--- src/rtl/timekeeper_fsm.sv ---
// timekeeper_fsm: time-of-day timebase with alarms, hourly chime and RUN/SET_TIME/SET_ALARM mode control
module timekeeper_fsm #(
    parameter int CLK_HZ     = 100_000_000,
    parameter int NUM_ALARMS = 2,
    parameter int ALARM_SECS = 60,
    parameter int CHIME_SECS = 2,
    parameter int BLINK_DIV  = 25_000_000
) (
    input  logic                  clk,
    input  logic                  rst,
    input  logic                  btn_mode,
    input  logic                  btn_next,
    input  logic                  btn_inc,
    input  logic                  btn_dec,
    input  logic [NUM_ALARMS-1:0] alarm_en,
    input  logic                  chime_en,
    output logic [1:0]            mode,
    output logic [2:0]            edit_sel,
    output logic [5:0]            hour,
    output logic [5:0]            minute,
    output logic [5:0]            second,
    output logic [5:0]            sel_al_hour,
    output logic [5:0]            sel_al_min,
    output logic                  sec_tick,
    output logic                  blink,
    output logic [NUM_ALARMS-1:0] alarm_hit,
    output logic                  chime
);
    typedef enum logic [1:0] {RUN = 2'd0, SET_TIME = 2'd1, SET_ALARM = 2'd2} state_t;
    localparam int PW = $clog2(CLK_HZ);
    localparam int BW = BLINK_DIV > 1 ? $clog2(BLINK_DIV) : 1;
    localparam int AW = $clog2(ALARM_SECS + 1);
    localparam int CW = $clog2(CHIME_SECS + 1);

    state_t                state, state_d;
    logic [2:0]            sel_d;
    logic [5:0]            hour_d, minute_d, second_d, t_min, t_hour;
    logic [5:0]            al_h [4], al_m [4], al_h_d [4], al_m_d [4];
    logic [PW-1:0]         presc, presc_d;
    logic [BW-1:0]         bcnt, bcnt_d;
    logic [CW-1:0]         ccnt, ccnt_d;
    logic [AW-1:0]         acnt [NUM_ALARMS], acnt_d [NUM_ALARMS];
    logic [NUM_ALARMS-1:0] hit_d;
    logic                  blink_d, chime_d, run, s_wrap, m_wrap, fld, chg, bwrap;
    logic [1:0]            idx;

    function automatic logic [5:0] stp(input logic [5:0] v, input logic [5:0] mx, input logic up);
        return up ? (v == mx ? 6'd0 : v + 6'd1) : (v == 6'd0 ? mx : v - 6'd1);
    endfunction

    assign run         = state == RUN;
    assign mode        = state;
    assign sec_tick    = run && presc == PW'(CLK_HZ - 1);
    assign s_wrap      = second == 6'd59;
    assign m_wrap      = minute == 6'd59;
    assign t_min       = m_wrap ? 6'd0 : minute + 6'd1;
    assign t_hour      = !m_wrap ? hour : hour == 6'd23 ? 6'd0 : hour + 6'd1;
    assign fld         = edit_sel[0];
    assign idx         = edit_sel[2:1];
    assign sel_al_hour = al_h[idx];
    assign sel_al_min  = al_m[idx];

    always_comb begin
        state_d  = state;
        sel_d    = edit_sel;
        second_d = sec_tick ? (s_wrap ? 6'd0 : second + 6'd1) : second;
        minute_d = sec_tick && s_wrap ? t_min : minute;
        hour_d   = sec_tick && s_wrap ? t_hour : hour;
        al_h_d   = al_h;
        al_m_d   = al_m;
        acnt_d   = acnt;
        hit_d    = alarm_hit;
        ccnt_d   = ccnt;
        chime_d  = chime;
        if (btn_mode) begin
            state_d = run ? SET_TIME : state == SET_TIME ? SET_ALARM : RUN;
            sel_d   = 3'd0;
            if (run) second_d = 6'd0;
        end else if (!run) begin
            if (btn_next)
                sel_d = state == SET_TIME ? {2'd0, !fld} : !fld ? {idx, 1'b1} :
                        {idx == 2'(NUM_ALARMS - 1) ? 2'd0 : idx + 2'd1, 1'b0};
            if (btn_inc ^ btn_dec) begin
                if (state == SET_TIME && !fld) hour_d = stp(hour, 6'd23, btn_inc);
                if (state == SET_TIME && fld) minute_d = stp(minute, 6'd59, btn_inc);
                if (state == SET_ALARM && !fld) al_h_d[idx] = stp(al_h[idx], 6'd23, btn_inc);
                if (state == SET_ALARM && fld) al_m_d[idx] = stp(al_m[idx], 6'd59, btn_inc);
            end
        end
        presc_d = run && state_d == RUN && !sec_tick ? presc + PW'(1) : '0;
        chg     = state_d != state || sel_d != edit_sel;
        bwrap   = bcnt == BW'(BLINK_DIV - 1);
        blink_d = state_d == RUN ? 1'b0 : chg ? 1'b1 : bwrap ? !blink : blink;
        bcnt_d  = state_d == RUN || chg || bwrap ? '0 : bcnt + BW'(1);
        // a fresh match reloads the ring count even if the alarm is already ringing
        for (int k = 0; k < NUM_ALARMS; k++) begin
            if (!alarm_en[k] || state_d != RUN || btn_next) hit_d[k] = 1'b0;
            else if (sec_tick && s_wrap && t_hour == al_h[k] && t_min == al_m[k]) begin
                hit_d[k]  = 1'b1;
                acnt_d[k] = AW'(ALARM_SECS);
            end else if (sec_tick && alarm_hit[k]) begin
                hit_d[k]  = acnt[k] != AW'(1);
                acnt_d[k] = acnt[k] - AW'(1);
            end
        end
        if (!chime_en || state_d != RUN) chime_d = 1'b0;
        else if (sec_tick && s_wrap && m_wrap) begin
            chime_d = 1'b1;
            ccnt_d  = CW'(CHIME_SECS);
        end else if (sec_tick && chime) begin
            chime_d = ccnt != CW'(1);
            ccnt_d  = ccnt - CW'(1);
        end
    end

    always_ff @(posedge clk or negedge rst) begin
        if (!rst) begin
            state     <= RUN;
            edit_sel  <= '0;
            hour      <= '0;
            minute    <= '0;
            second    <= '0;
            al_h      <= '{default: 6'd0};
            al_m      <= '{default: 6'd0};
            presc     <= '0;
            bcnt      <= '0;
            blink     <= 1'b0;
            acnt      <= '{default: '0};
            alarm_hit <= '0;
            ccnt      <= '0;
            chime     <= 1'b0;
        end else begin
            state     <= state_d;
            edit_sel  <= sel_d;
            hour      <= hour_d;
            minute    <= minute_d;
            second    <= second_d;
            al_h      <= al_h_d;
            al_m      <= al_m_d;
            presc     <= presc_d;
            bcnt      <= bcnt_d;
            blink     <= blink_d;
            acnt      <= acnt_d;
            alarm_hit <= hit_d;
            ccnt      <= ccnt_d;
            chime     <= chime_d;
        end
    end
endmodule
--- config.mk ---
export PLATFORM = sky130hd
export DESIGN_NAME = timekeeper_fsm
export DESIGN_NICKNAME = d
export VERILOG_FILES = /design/src/rtl/timekeeper_fsm.sv
export SDC_FILE = /design/constraint.sdc
export NUM_CORES = 1
export LEC_CHECK = 0
export CELL_PAD_IN_SITES_DETAIL_PLACEMENT = 0
export CELL_PAD_IN_SITES_GLOBAL_PLACEMENT = 1
export CORE_UTILIZATION = 43
export CTS_CLUSTER_SIZE = 20
export DETAILED_ROUTE_END_ITERATION = 12
export PLACE_DENSITY = 0.81
export SLEW_MARGIN = 25
export SYNTH_ARGS = -nofsm -noshare
export SYNTH_HDL_FRONTEND = slang
export SYNTH_SLANG_ARGS = --single-unit
--- constraint.sdc ---
create_clock -name clk -period 4.7 [get_ports clk]
set_input_delay 0.47 -clock clk [delete_from_list [all_inputs] [get_ports clk]]
set_output_delay 0.47 -clock clk [all_outputs]
set_load 0.1 [all_outputs]
==> run summary <==
status: complete, no violations
most common cell after layout, fill and taps aside: dfrtp_1
I/O pins: 49
leakage dissipation: 4.038 nW
largest net degree at the start of global routing: 107
setup TNS: 0 ns
Final ANT Viol Nets: 0
Sw Share: 0.4629
Post-Syn Nets: 949
H-Tree Depth: 4
Min-Delay Path Class: input pin to async pin
hold buffer count at CTS: 0
relative slew slack: 0.3115
Hold Violations, Final: 0
number of synthesized flops with an enable pin: 0
DIE AREA: 20440 sq um
CP Cell Sequence: ha_1 > nand4_1 > or3_1 > inv_2 > clkdlybuf4s50_1
Avg Cell Area, Syn: 9.287 sq um
YS warnings: 0
Die X-Extent: 143.0 um
Worst-Skew Late Latency: 0.43 ns
drt drc: 0
CP Data Required Time: 4.23 ns
Place WS: 1.115 ns
number of global-route vias before repair: 6565
dpl hpwl: 14610 um
Post-DP Area: 9194 sq um
initial core utilization: 0.4390
Final Non-Filler Cells: 1227
switching power total: 2.594 mW
I/O Buffers: 48
initial antenna violation count: 0
post-synthesis simple-gate area fraction: 0.2306
Arr. time, crit path: 3.36 ns
Max stage delay cell, worst path: clkdlybuf4s50_1
xor/xnor share of the synthesized area: 0.08200
Crit. End Element: output port
VDD IR max: 0.0003261 V
Clock power frac: 0.263
adder-cell area share of the yosys netlist: 0.02929
total CTS buffers: 17
CORE AREA: 19460 sq um
synthesized area: 8544 sq um
1st-iter DRT viols: 550
vias: 6963
largest family of logic cells by synthesized area: simple AND/OR/NAND/NOR gates
RePlAce Congestion: 0.8894
largest fanout on the critical path: 11
post-cts sizing count: 0
slowest stage delay, CP: 1.14 ns
post-synthesis cell type count: 71
Compound-Gate Fraction of Synth Area: 0.1132
ys flop type: dfrtp_1
sequential share of power: 0.295
share of synthesized registers carrying an async set or reset: 1.000
clk buf depth: 2
max cap viols: 0
Final Slew Violations: 0
startpoint types: flop
drt total wl: 20780 um
first-pass iteration count of the detailed router: 5
Peak Freq: 261.4 MHz
Power Total: 5.604 mW
via-per-instance ratio: 5.675
Post-CTS Setup Repair Bufs: 0
Seq/Total Area, Yosys: 0.4129
Tcrit/Tclk final: 0.8140
# nets final: 978
Power per Cell Area: 569.1 nW/um^2
layout cell share with drive strength beyond 1: 0.1143
CTS tree: built
mux contribution to synthesized area: 0.09386
# setup viols final: 0
synthesis-stage register bit count: 141
cell-internal power: 3.010 mW
Inserted Diodes: 0
clock skew: 0.01258 ns
RSZ-0062 raised after global routing: no
Comb pwr share: 0.442
Clock transition at path regs: 0.06 ns
fin crit period: 3.826 ns
Min Hold Slack: 0.1376 ns
critical path type: flop to output port
dpl cells: 1195
Finished Cell Area: 9848 sq um
commonest non-fill, non-tap cells in the layout: dfrtp_1, nor2_1, nand2_1
Util after Layout: 0.5060
Die H: 143.0 um
first-pass GRT wire length: 34560 um
clock sink count: 141
routed len/inst: 16.93 um
gr usage total: 0.2174
total grt overflow: 0
Post-Syn Instances: 920
row count: 51
fin worst setup slack: 0.8744 ns
Fillers: 1823
Tightest Pin Transition: 1.029 ns
root buffer cell: clkbuf_16
Area growth, synth to finish: 15.26%
[cell families after synthesis]
family | Yosys count
compound gates | 154
flops | 141
buf+inv | 77
mux | 60
fa+ha+maj | 20
simple gates | 388
xor+xnor | 80
[path summary, 6_finish.rpt]
kind / cells after the start / slack, ns / start / end
hold / removal: 1 / 0.14 / rst / acnt[10]$_DFFE_PN0P_
min in group clk: 1 / 0.49 / ccnt[0]$_DFFE_PN0P_ / ccnt[0]$_DFFE_PN0P_
setup reg to reg: 9 / 1.04 / minute[0]$_DFF_PN0_ / acnt[1]$_DFFE_PN0P_
hold reg to reg: 1 / 0.49 / ccnt[0]$_DFFE_PN0P_ / ccnt[0]$_DFFE_PN0P_
setup / recovery: 5 / 0.87 / presc[0]$_DFF_PN0_ / sec_tick
max in group asynchronous: 2 / 3.54 / rst / al_m[13]$_DFFE_PN0P_
[synth_stat cells, types with 8 or more instances]
| cell type | number | area share |
|---|---|---|
| mux4_2 | 12 | 0.032 |
| clkbuf_1 | 22 | 0.0097 |
| a211oi_1 | 8 | 0.0070 |
| mux2_2 | 41 | 0.054 |
| nand4_1 | 13 | 0.0095 |
| buf_2 | 10 | 0.0059 |
| nand2b_1 | 9 | 0.0066 |
| nor2_1 | 106 | 0.047 |
| nor3_1 | 34 | 0.020 |
| ha_1 | 20 | 0.029 |
| o31ai_1 | 8 | 0.0070 |
| a21oi_1 | 37 | 0.022 |
| inv_1 | 32 | 0.014 |
| o21ai_0 | 45 | 0.026 |
| xor2_1 | 45 | 0.046 |
| dfrtp_1 | 141 | 0.41 |
| nand3_1 | 47 | 0.028 |
| nand2_1 | 82 | 0.036 |
| xnor2_1 | 35 | 0.036 |
| nor4_1 | 13 | 0.0095 |
| or3_1 | 17 | 0.012 |
| a31oi_1 | 10 | 0.0073 |
| and3_1 | 12 | 0.0088 |
[area by class of cell]
type / count / area [sq um] / area share
clock inverters: 14 / 203.9 / 0.02071
clock buffers: 18 / 439.2 / 0.04459
well taps: 265 / 331.6 / 0.03367
multi-input cells: 702 / 4698 / 0.4771
repair buffers: 52 / 514.2 / 0.05222
inverters: 35 / 131.4 / 0.01334
flip-flops and latches: 141 / 3530 / 0.3584
[power groups by stage]
stage	clock network (mW)	registers, mW	logic, mW
floorplan	0	1.92	1.62
finish	1.47	1.65	2.48
CTS	1.51	1.65	2.48
detailed placement	0	1.67	2.47
global route	1.55	1.69	2.66
global placement	0	1.67	2.46
[routing by layer]
| layer | wire length (um) | global-route usage | up-vias | part of all wire |
|---|---|---|---|---|
| li1 | - | - | 3364 | - |
| met3 | 815 | 0.03454 | 39 | 0.039 |
| met5 | 0 | 0 | - | 0 |
| met2 | 9796 | 0.3510 | 174 | 0.47 |
| met4 | 570 | 0.08546 | 0 | 0.027 |
| met1 | 9596 | 0.2917 | 3386 | 0.46 |
[flip-flops by register name (all words and copies together) (netlist names), named ones only]
signal,cells
acnt,12
bcnt,25
ccnt,2
hour,6
alarm_hit,2
al_h,24
minute,6
mode,2
blink,1
presc,27
al_m,24
edit_sel,3
chime,1
[critical path: cells and delay by family, from the launching register on]
family,cells,cell delay (ns)
buffers and inverters,2,1.27
AND/OR/NAND/NOR,2,1.00
flip-flops,1,0.41
adder cells (fa/ha/maj),1,0.24
No activity file was read; power rests on OpenSTA's default activity.
